`config.mk`:
```
export PLATFORM = sky130hd
export DESIGN_NAME = uart_tx_flat
export DESIGN_NICKNAME = d
export VERILOG_FILES = /design/src/rtl/uart_tx_if.sv /design/src/rtl/uart_tx.sv /design/src/flat_wrapper.sv
export SDC_FILE = /design/constraint.sdc
export NUM_CORES = 1
export LEC_CHECK = 0
export BUFFER_PORTS_ARGS = -buffer_cell sky130_fd_sc_hd__buf_2
export CAP_MARGIN = 20
export CORE_ASPECT_RATIO = 0.8
export CORE_MARGIN = 4
export CORE_UTILIZATION = 57
export CTS_BUF_LIST = sky130_fd_sc_hd__clkbuf_16
export CTS_CLUSTER_DIAMETER = 150
export CTS_CLUSTER_SIZE = 40
export DETAILED_ROUTE_END_ITERATION = 8
export GPL_TIMING_DRIVEN = 0
export PLACE_DENSITY = 0.76
export SLEW_MARGIN = 20
export SYNTH_ARGS = -nofsm -noshare
export SYNTH_HDL_FRONTEND = slang
export SYNTH_SLANG_ARGS = --single-unit
```
`constraint.sdc`:
```
create_clock -name clk -period 3.25 [get_ports clk]
set_input_delay 0.1625 -clock clk [delete_from_list [all_inputs] [get_ports clk]]
set_output_delay 0.1625 -clock clk [all_outputs]
set_load 0.02 [all_outputs]
```
`src/rtl/uart_tx_if.sv`:
```
`default_nettype none
// ============================================================================
// Module   : uart_tx_if
// Purpose  : Byte write port (valid/ready) between the CPU core and uart_tx.
// Revision : 1.0
// ============================================================================

interface uart_tx_if;
  logic [7:0] wr_data;
  logic       wr_valid;
  logic       wr_ready;

  modport master (output wr_data, output wr_valid, input wr_ready);
  modport slave  (input wr_data, input wr_valid, output wr_ready);
endinterface

`default_nettype wire

```
`src/rtl/uart_tx.sv`:
```
`default_nettype none
// ============================================================================
// Module   : uart_tx
// Purpose  : 8N1 debug UART transmitter with flip-flop FIFO and activity LED.
// Revision : 1.0
// ============================================================================

module uart_tx #(
  parameter int CLK_DIV    = 16,
  parameter int FIFO_DEPTH = 4
) (
  input  wire                          clk,
  input  wire                          rst_n,
  uart_tx_if.slave                     wr,
  output logic                         txd,
  output logic                         busy,
  output logic [$clog2(FIFO_DEPTH):0]  fifo_count,
  output logic                         led
);

  localparam int c_ptr_w = $clog2(FIFO_DEPTH);
  localparam int c_cnt_w = c_ptr_w + 1;
  localparam int c_div_w = $clog2(CLK_DIV);

  localparam logic [c_cnt_w-1:0] c_depth    = c_cnt_w'(FIFO_DEPTH);
  localparam logic [c_div_w-1:0] c_div_last = c_div_w'(CLK_DIV - 1);

  if (CLK_DIV < 2 || CLK_DIV > 255) begin : g_bad_clk_div
    $error("uart_tx: CLK_DIV must be in 2..255");
  end

  if (FIFO_DEPTH < 2 || FIFO_DEPTH > 8 || (FIFO_DEPTH & (FIFO_DEPTH - 1)) != 0) begin : g_bad_depth
    $error("uart_tx: FIFO_DEPTH must be a power of two in 2..8");
  end

  typedef enum logic [1:0] {
    S_IDLE  = 2'd0,
    S_START = 2'd1,
    S_DATA  = 2'd2,
    S_STOP  = 2'd3
  } state_t;

  logic [7:0]         r_mem [FIFO_DEPTH];
  logic [c_ptr_w-1:0] r_wr_ptr;
  logic [c_ptr_w-1:0] r_rd_ptr;
  logic [c_cnt_w-1:0] r_count;

  state_t             r_state;
  logic [c_div_w-1:0] r_div;
  logic [2:0]         r_bit;
  logic [7:0]         r_shift;
  logic               r_txd;
  logic               r_busy;
  logic               r_led;

  logic               w_push;
  logic               w_pop;
  logic               w_nonempty;
  logic               w_div_end;
  logic               w_frame_done;
  logic               w_goes_idle;
  logic               w_busy_nxt;
  logic [c_cnt_w-1:0] w_count_nxt;

  assign wr.wr_ready  = (r_count < c_depth);
  assign w_push       = wr.wr_valid && wr.wr_ready;
  assign w_nonempty   = (r_count != '0);
  assign w_div_end    = (r_div == c_div_last);

  // The FSM takes a new byte either from IDLE or at the end of a stop bit.
  assign w_frame_done = (r_state == S_IDLE) || ((r_state == S_STOP) && w_div_end);
  assign w_pop        = w_nonempty && w_frame_done;
  assign w_goes_idle  = !w_nonempty && w_frame_done;

  always_comb begin
    w_count_nxt = r_count;
    if (w_push && !w_pop) begin
      w_count_nxt = r_count + c_cnt_w'(1);
    end else if (!w_push && w_pop) begin
      w_count_nxt = r_count - c_cnt_w'(1);
    end
  end

  // BUSY is built from next-cycle state so it drops exactly as the stop bit ends.
  assign w_busy_nxt = !w_goes_idle || (w_count_nxt != '0);

  always_ff @(posedge clk) begin
    if (w_push) begin
      r_mem[r_wr_ptr] <= wr.wr_data;
    end
  end

  always_ff @(posedge clk or negedge rst_n) begin
    if (!rst_n) begin
      r_wr_ptr <= '0;
      r_rd_ptr <= '0;
      r_count  <= '0;
    end else begin
      if (w_push) begin
        r_wr_ptr <= r_wr_ptr + c_ptr_w'(1);
      end
      if (w_pop) begin
        r_rd_ptr <= r_rd_ptr + c_ptr_w'(1);
      end
      r_count <= w_count_nxt;
    end
  end

  always_ff @(posedge clk or negedge rst_n) begin
    if (!rst_n) begin
      r_state <= S_IDLE;
      r_div   <= '0;
      r_bit   <= '0;
      r_shift <= '0;
      r_txd   <= 1'b1;
    end else begin
      case (r_state)
        S_IDLE: begin
          r_div <= '0;
          r_bit <= '0;
          r_txd <= 1'b1;
          if (w_pop) begin
            r_shift <= r_mem[r_rd_ptr];
            r_txd   <= 1'b0;
            r_state <= S_START;
          end
        end
        S_START: begin
          if (w_div_end) begin
            r_div   <= '0;
            r_bit   <= '0;
            r_txd   <= r_shift[0];
            r_state <= S_DATA;
          end else begin
            r_div <= r_div + c_div_w'(1);
          end
        end
        S_DATA: begin
          if (w_div_end) begin
            r_div <= '0;
            if (r_bit == 3'd7) begin
              r_txd   <= 1'b1;
              r_state <= S_STOP;
            end else begin
              r_bit   <= r_bit + 3'd1;
              r_shift <= {1'b0, r_shift[7:1]};
              r_txd   <= r_shift[1];
            end
          end else begin
            r_div <= r_div + c_div_w'(1);
          end
        end
        S_STOP: begin
          if (w_div_end) begin
            r_div <= '0;
            if (w_pop) begin
              r_shift <= r_mem[r_rd_ptr];
              r_txd   <= 1'b0;
              r_state <= S_START;
            end else begin
              r_txd   <= 1'b1;
              r_state <= S_IDLE;
            end
          end else begin
            r_div <= r_div + c_div_w'(1);
          end
        end
        default: begin
          r_txd   <= 1'b1;
          r_state <= S_IDLE;
        end
      endcase
    end
  end

  always_ff @(posedge clk or negedge rst_n) begin
    if (!rst_n) begin
      r_busy <= 1'b0;
      r_led  <= 1'b0;
    end else begin
      r_busy <= w_busy_nxt;
      r_led  <= r_busy;
    end
  end

  assign txd        = r_txd;
  assign busy       = r_busy;
  assign led        = r_led;
  assign fifo_count = r_count;

endmodule

`default_nettype wire

```
`src/flat_wrapper.sv`:
```
// flat-port wrapper written by rule: the top's interface ports become plain ports
module uart_tx_flat 
#(
  parameter int CLK_DIV    = 16,
  parameter int FIFO_DEPTH = 4
)
  (clk, rst_n, txd, busy, fifo_count, led, wr_wr_data, wr_wr_valid, wr_wr_ready);
  uart_tx_if wr_i ();
  input  wire clk;
  input  wire rst_n;
  output logic txd;
  output logic busy;
  output logic [$clog2(FIFO_DEPTH):0] fifo_count;
  output logic led;
  input wire logic [$bits(wr_i.wr_data)-1:0] wr_wr_data;
  input wire logic [$bits(wr_i.wr_valid)-1:0] wr_wr_valid;
  output wire logic [$bits(wr_i.wr_ready)-1:0] wr_wr_ready;
  assign wr_i.wr_data = wr_wr_data;
  assign wr_i.wr_valid = wr_wr_valid;
  assign wr_wr_ready = wr_i.wr_ready;
  uart_tx #(.CLK_DIV(CLK_DIV), .FIFO_DEPTH(FIFO_DEPTH)) u_core (.clk(clk), .rst_n(rst_n), .wr(wr_i), .txd(txd), .busy(busy), .fifo_count(fifo_count), .led(led));
endmodule
```
## Word level (Yosys, flattened, before mapping)

Memory sizes are Yosys's and may differ from the RTL's.
Cells that the tools add are included.

- Output and inout bits: 7
- Memories: 1
- Flip-flop bits (word level): 27
- Logic and storage cells: 79
- RAM bits: 32

- $add $sub $neg: 6
- Muxes and demuxes: 28
- Reductions and logical operators: 22
- Magnitude comparators: 1
- Equal/unequal tests: 11

Memories:

| memory | words | bits a word | rd ports | clocked after Yosys merged registers in | write ports | RTL line | text |
|---|---|---|---|---|---|---|---|
| u_core.r_mem | 4 | 8 | 1 | 0 | 1 | uart_tx.sv:43 | `logic [7:0] r_mem [FIFO_DEPTH];` |

Operators by type and width:

| operator | count |
|---|---|
| 8-bit two-way mux | 4 |
| 8-bit one-hot mux with 3 select lines | 1 |
| 3-bit two-way mux | 5 |
| 3-bit nonzero test | 4 |
| 2-bit two-way mux | 5 |
| 2-bit by 1-bit inequality test with 1-bit output (second input constant) | 5 |
| 3-bit one-hot mux with 3 select lines | 1 |
| 1-bit two-way mux | 8 |
| 2-bit one-hot mux with 4 select lines | 1 |
| 4-bit one-hot mux with 2 select lines | 1 |
| 4-bit AND reduction | 2 |
| 3-bit by 1-bit adder with 3-bit output (second input constant) | 2 |
| 1-bit logical AND | 6 |
| 5-bit AND reduction | 1 |
| 2-bit by 1-bit adder with 2-bit output (second input constant) | 2 |
| 4-bit by 1-bit adder with 4-bit output (second input constant) | 1 |
| 2-bit == test (second input constant) | 2 |
| 4-bit == test (second input constant) | 1 |
| 1-bit zero test | 4 |
| 4-bit two-way mux | 1 |
| 1-bit one-hot mux with 4 select lines | 1 |
| 3-bit == test (second input constant) | 1 |
| 3-bit less-than comparator (second input constant) | 1 |
| 3-bit AND reduction | 1 |
| 6 further kinds | 7 |

## Longest topological paths before layout

- Word-level depth: 9
- Gate-level depth with buffers: 7
- Mapped depth without buffers: 6

## Worst setup path after synthesis

OpenSTA, ideal clock, no wires.

- Path kind: reg2reg
- Start point: register u_core.r_count[0] (netlist: u_core.fifo_count[0])
- End point: register u_core.r_shift[0]
- Path slack: 1.316 ns
- Stages on the path, launching flop included: 8
- Data required time: 3.125 ns
- Data arrival time: 1.809 ns
- Period minus slack after synthesis: 1.934 ns
- Path through: dfrtp_1 > inv_1 > ha_1 > clkbuf_2 > and2b_1 > nor3_1 > o21bai_2 > mux2_2

- Cells in the longest elaborated chain, start to end: 5

Ends and longest elaborated chain:

| what | RTL line | text |
|---|---|---|
| start: declaration | uart_tx.sv:46 | `logic [c_cnt_w-1:0] r_count;` |
| start signal: assignment | uart_tx.sv:105 | `r_count <= w_count_nxt;` |
| 3-bit nonzero test (*) | uart_tx.sv:67 | `assign w_nonempty = (r_count != '0);` |
| 1-bit logical AND (*) | uart_tx.sv:72 | `assign w_pop = w_nonempty && w_frame_done;` |
| 8-bit two-way mux (*) | -- |  |
| 8-bit two-way mux | -- |  |
| 8-bit one-hot mux with 3 select lines (*) | -- |  |
| end signal: assignment | uart_tx.sv:123 | `r_shift <= r_mem[r_rd_ptr];` |
| end signal: assignment | uart_tx.sv:146 | `r_shift <= {1'b0, r_shift[7:1]};` |
| end signal: assignment | uart_tx.sv:157 | `r_shift <= r_mem[r_rd_ptr];` |
| end: declaration | uart_tx.sv:51 | `logic [7:0] r_shift;` |

Every way passes the cells marked *; elsewhere a longest branch is shown, timed or not. The select of a mux whose other input is x is not followed.
A chain may end at the register's enable or synchronous reset.

## Final worst setup path

- Start point: register u_core.r_state[0]
- End point: register u_core.r_shift[6]

- Cells in the longest elaborated chain, start to end: 7

Ends and longest elaborated chain:

| what | RTL line | text |
|---|---|---|
| start: declaration | uart_tx.sv:48 | `state_t r_state;` |
| start signal: assignment | uart_tx.sv:111 | `r_state <= S_IDLE;` |
| start signal: assignment | uart_tx.sv:125 | `r_state <= S_START;` |
| start signal: assignment | uart_tx.sv:133 | `r_state <= S_DATA;` |
| 2-bit == test | uart_tx.sv:71, uart_tx.sv:117 |  |
| 1-bit logical AND | uart_tx.sv:71 | `assign w_frame_done = (r_state == S_IDLE) \|\| ((r_state == S_STOP) && w_div_end);` |
| 1-bit logical OR | uart_tx.sv:71 |  |
| 1-bit logical AND | uart_tx.sv:72 |  |
| 8-bit two-way mux (2 in series) | -- |  |
| 8-bit one-hot mux with 3 select lines | uart_tx.sv:117 | `case (r_state)` |

Several ways; a longest one is shown, not always the timed one. The select of a mux whose other input is x is not followed.

==> flow_metrics.tcl <==
set metrics [dict create \
    rr_worst_depth 6 \
    synthTopCellsByArea "edfxtp_1 (34%), dfrtp_1 (23%), ha_1 (7.4%), mux2_2 (5.9%), mux4_2 (5.5%)" \
    grt_pass1_wl_microns 8490 \
    drc 0 \
    syn_nets 232 \
    synth_top_area_share 0.336 \
    grtUsageMet1 0.227 \
    status "finished, final reports clean" \
    finalWirelength_microns 5160 \
    antenna_found_initial 0 \
    core_area_sq_um 4710 \
    synth_top_area_cell "edfxtp_1" \
    period_share 0.661 \
    path_max_fanout 9 \
    ctsRootBufferMaster "clkbuf_16" \
    grt_pass1_vias 1773 \
    use_met2 0.281 \
    place_area_sq_um 3020 \
    nets 260 \
    cts.sinks 59 \
    cts_made_buffers 9 \
    grt_use_total 0.186 \
    antenna_left 0 \
    power.density_nw_per_um2 631 \
    rsz0062_at_grt "no" \
    grt_use_met3 0.0931 \
    num_rows 22 \
    wire_per_inst_microns 17.4 \
    worst_hold_slack_ps 46.8 \
    crit_path_end_kind "flip-flop" \
    finalInstanceArea_sq_um 3360 \
    htreeDepth 3 \
    period_needed_ps 2150 \
    syn_area_sq_um 2860 \
    max-cap-violations 0 \
    grt.overflow.total 0 \
    cts.clk_slew.worst_paths_ps 50 \
    post_cts_resized 0 \
    fmax_ghz 0.466 \
    yosysSeqAreaShare 0.573 \
    synth_most_common_cell "edfxtp_1" \
    synth_edf_count 32 \
    yosys_register_bits 59 \
    hold_path.class "in2reg" \
    dieArea_sq_um 6220 \
    holdPathStages 1 \
    vias_per_cell 5.76 \
    ir_drop_mv 0.688 \
    synthArstFlopShare 0.458 \
    initial_core_util 0.608 \
    syn_avg_cell_area_sq_um 14.0 \
    skew_ps 6.27 \
    gp_congestion 0.716 \
    clk_latency_ps 330 \
    netlist_instances 204 \
    ys.warnings.count 0 \
    drt_iter0_markers 131 \
    io_pins 18 \
    drive_gt1_frac 0.266 \
    tightest_slew_ps 618 \
    setup_viol 0 \
    die_height_microns 71.4 \
    required_ps 3460 \
    port_buffers 16 \
    firstDrtPassIters 4 \
    grt-busiest-layer "met2" \
    maxSlewHeadroom 0.588 \
    antenna_cells 0 \
    cts_buffer_depth 2 \
    start_kind "flip-flop" \
    hpwl_microns 3530 \
    grt_max_degree 28 \
    hold_viol 0 \
    arrival_ps 2360 \
    vias 1712 \
    path_class "reg2reg" \
    ys.flop_type "edfxtp_1" \
    cts_tree "yes" \
    cts_setup_buffers 0 \
    p_leak_nw 1.35 \
    die_w_microns 87.2 \
    finalSetupTns_ps 0 \
    synth_common_cells "edfxtp_1 (32), dfrtp_1 (26), ha_1 (17), mux2_2 (15), inv_1 (13)" \
    ys_types 44 \
    slew_violations 0 \
    area_delta_synth_final_pct 17.5 \
]
[power by group]
group,internal (mW),switching (mW)
Sequential,0.819,0.0249
Combinational,0.0788,0.138
Clock,0.740,0.319
Total,1.64,0.482
[flip-flops by register name, indices dropped and copies added (netlist names)]
signal             count
u_core.led             1
u_core.r_bit           3
u_core.txd             1
u_core.r_wr_ptr        2
u_core.r_mem          32
u_core.busy            1
u_core.r_div           4
u_core.r_shift         8
u_core.r_state         2
u_core.r_rd_ptr        2
u_core.fifo_count      3
[cell usage in the layout, fill, tap and decap left out, types with 4 or more instances in the layout]
| cell | count |
|---|---|
| a21oi_1 | 6 |
| and2_1 | 5 |
| buf_2 | 18 |
| clkbuf_16 | 9 |
| dfrtp_1 | 26 |
| edfxtp_1 | 32 |
| ha_1 | 17 |
| inv_1 | 15 |
| mux2_2 | 15 |
| mux4_2 | 7 |
| nand2_1 | 11 |
| nor2_1 | 7 |
| nor2b_1 | 4 |
| o21ai_0 | 11 |
| xnor2_1 | 5 |
[cells by family after synthesis]
family,after synthesis,synth area share
fa+ha+maj,17,0.0744
mux,26,0.134
xor+xnor,5,0.0153
buf+inv,20,0.0363
simple gates,41,0.0766
flops,59,0.573
compound gates,36,0.0910
[per-stage QoR]
stage | utilization | power [mW] | std cells | setup slack, ps
detailed placement | 0.641 | 1.07 | 280 | 1120
floorplan | - | 0.996 | 204 | 1320
global route | 0.714 | 2.21 | 297 | 961
CTS | 0.714 | 2.14 | 297 | 1110
global placement | 0.641 | 1.05 | 280 | 1180
finish | 0.714 | 2.12 | 297 | 1100
[worst paths after layout]
path,startpoint,endpoint,slack (ps)
setup / recovery,u_core.r_state[0],u_core.r_shift[6],1100
hold / removal,wr_wr_data[4],u_core.r_mem[0][4],50
setup reg to reg,u_core.r_state[0],u_core.r_shift[6],1100
hold reg to reg,u_core.busy,u_core.led,370
max in group asynchronous,rst_n,u_core.r_wr_ptr[0],2450
min in group asynchronous,rst_n,u_core.r_shift[6],380
[critical path, cell delays in order (launching register included)]
cell,delay [ps]
dfrtp_1,440
inv_1,140
ha_1,290
a41oi_4,340
nor3_1,110
o21bai_2,320
mux2_2,390
[final cells by class]
type                    instances  area [sq um]
well taps                      60          75.1
multi-input cells             125          1120
fillers                       302          1350
flip-flops and latches         59          1640
clock buffers                   9           225
clock inverters                 7           110
inverters                      13          48.8
repair buffers                 17          90.1
plain buffers                   7          55.1
[repair_timing]
action | in CTS | in global routing
hold buffers | 1 | 0
endpoints found under the setup margin | 0 | 0
endpoints found under the hold margin | 26 | 0
[per-layer routing]
layer,up-vias,share of wire
li1,810,-
met1,833,0.44
met2,51,0.49
met3,18,0.054
met4,0,0.021
met5,-,0
(Power assumes the default switching activity.)
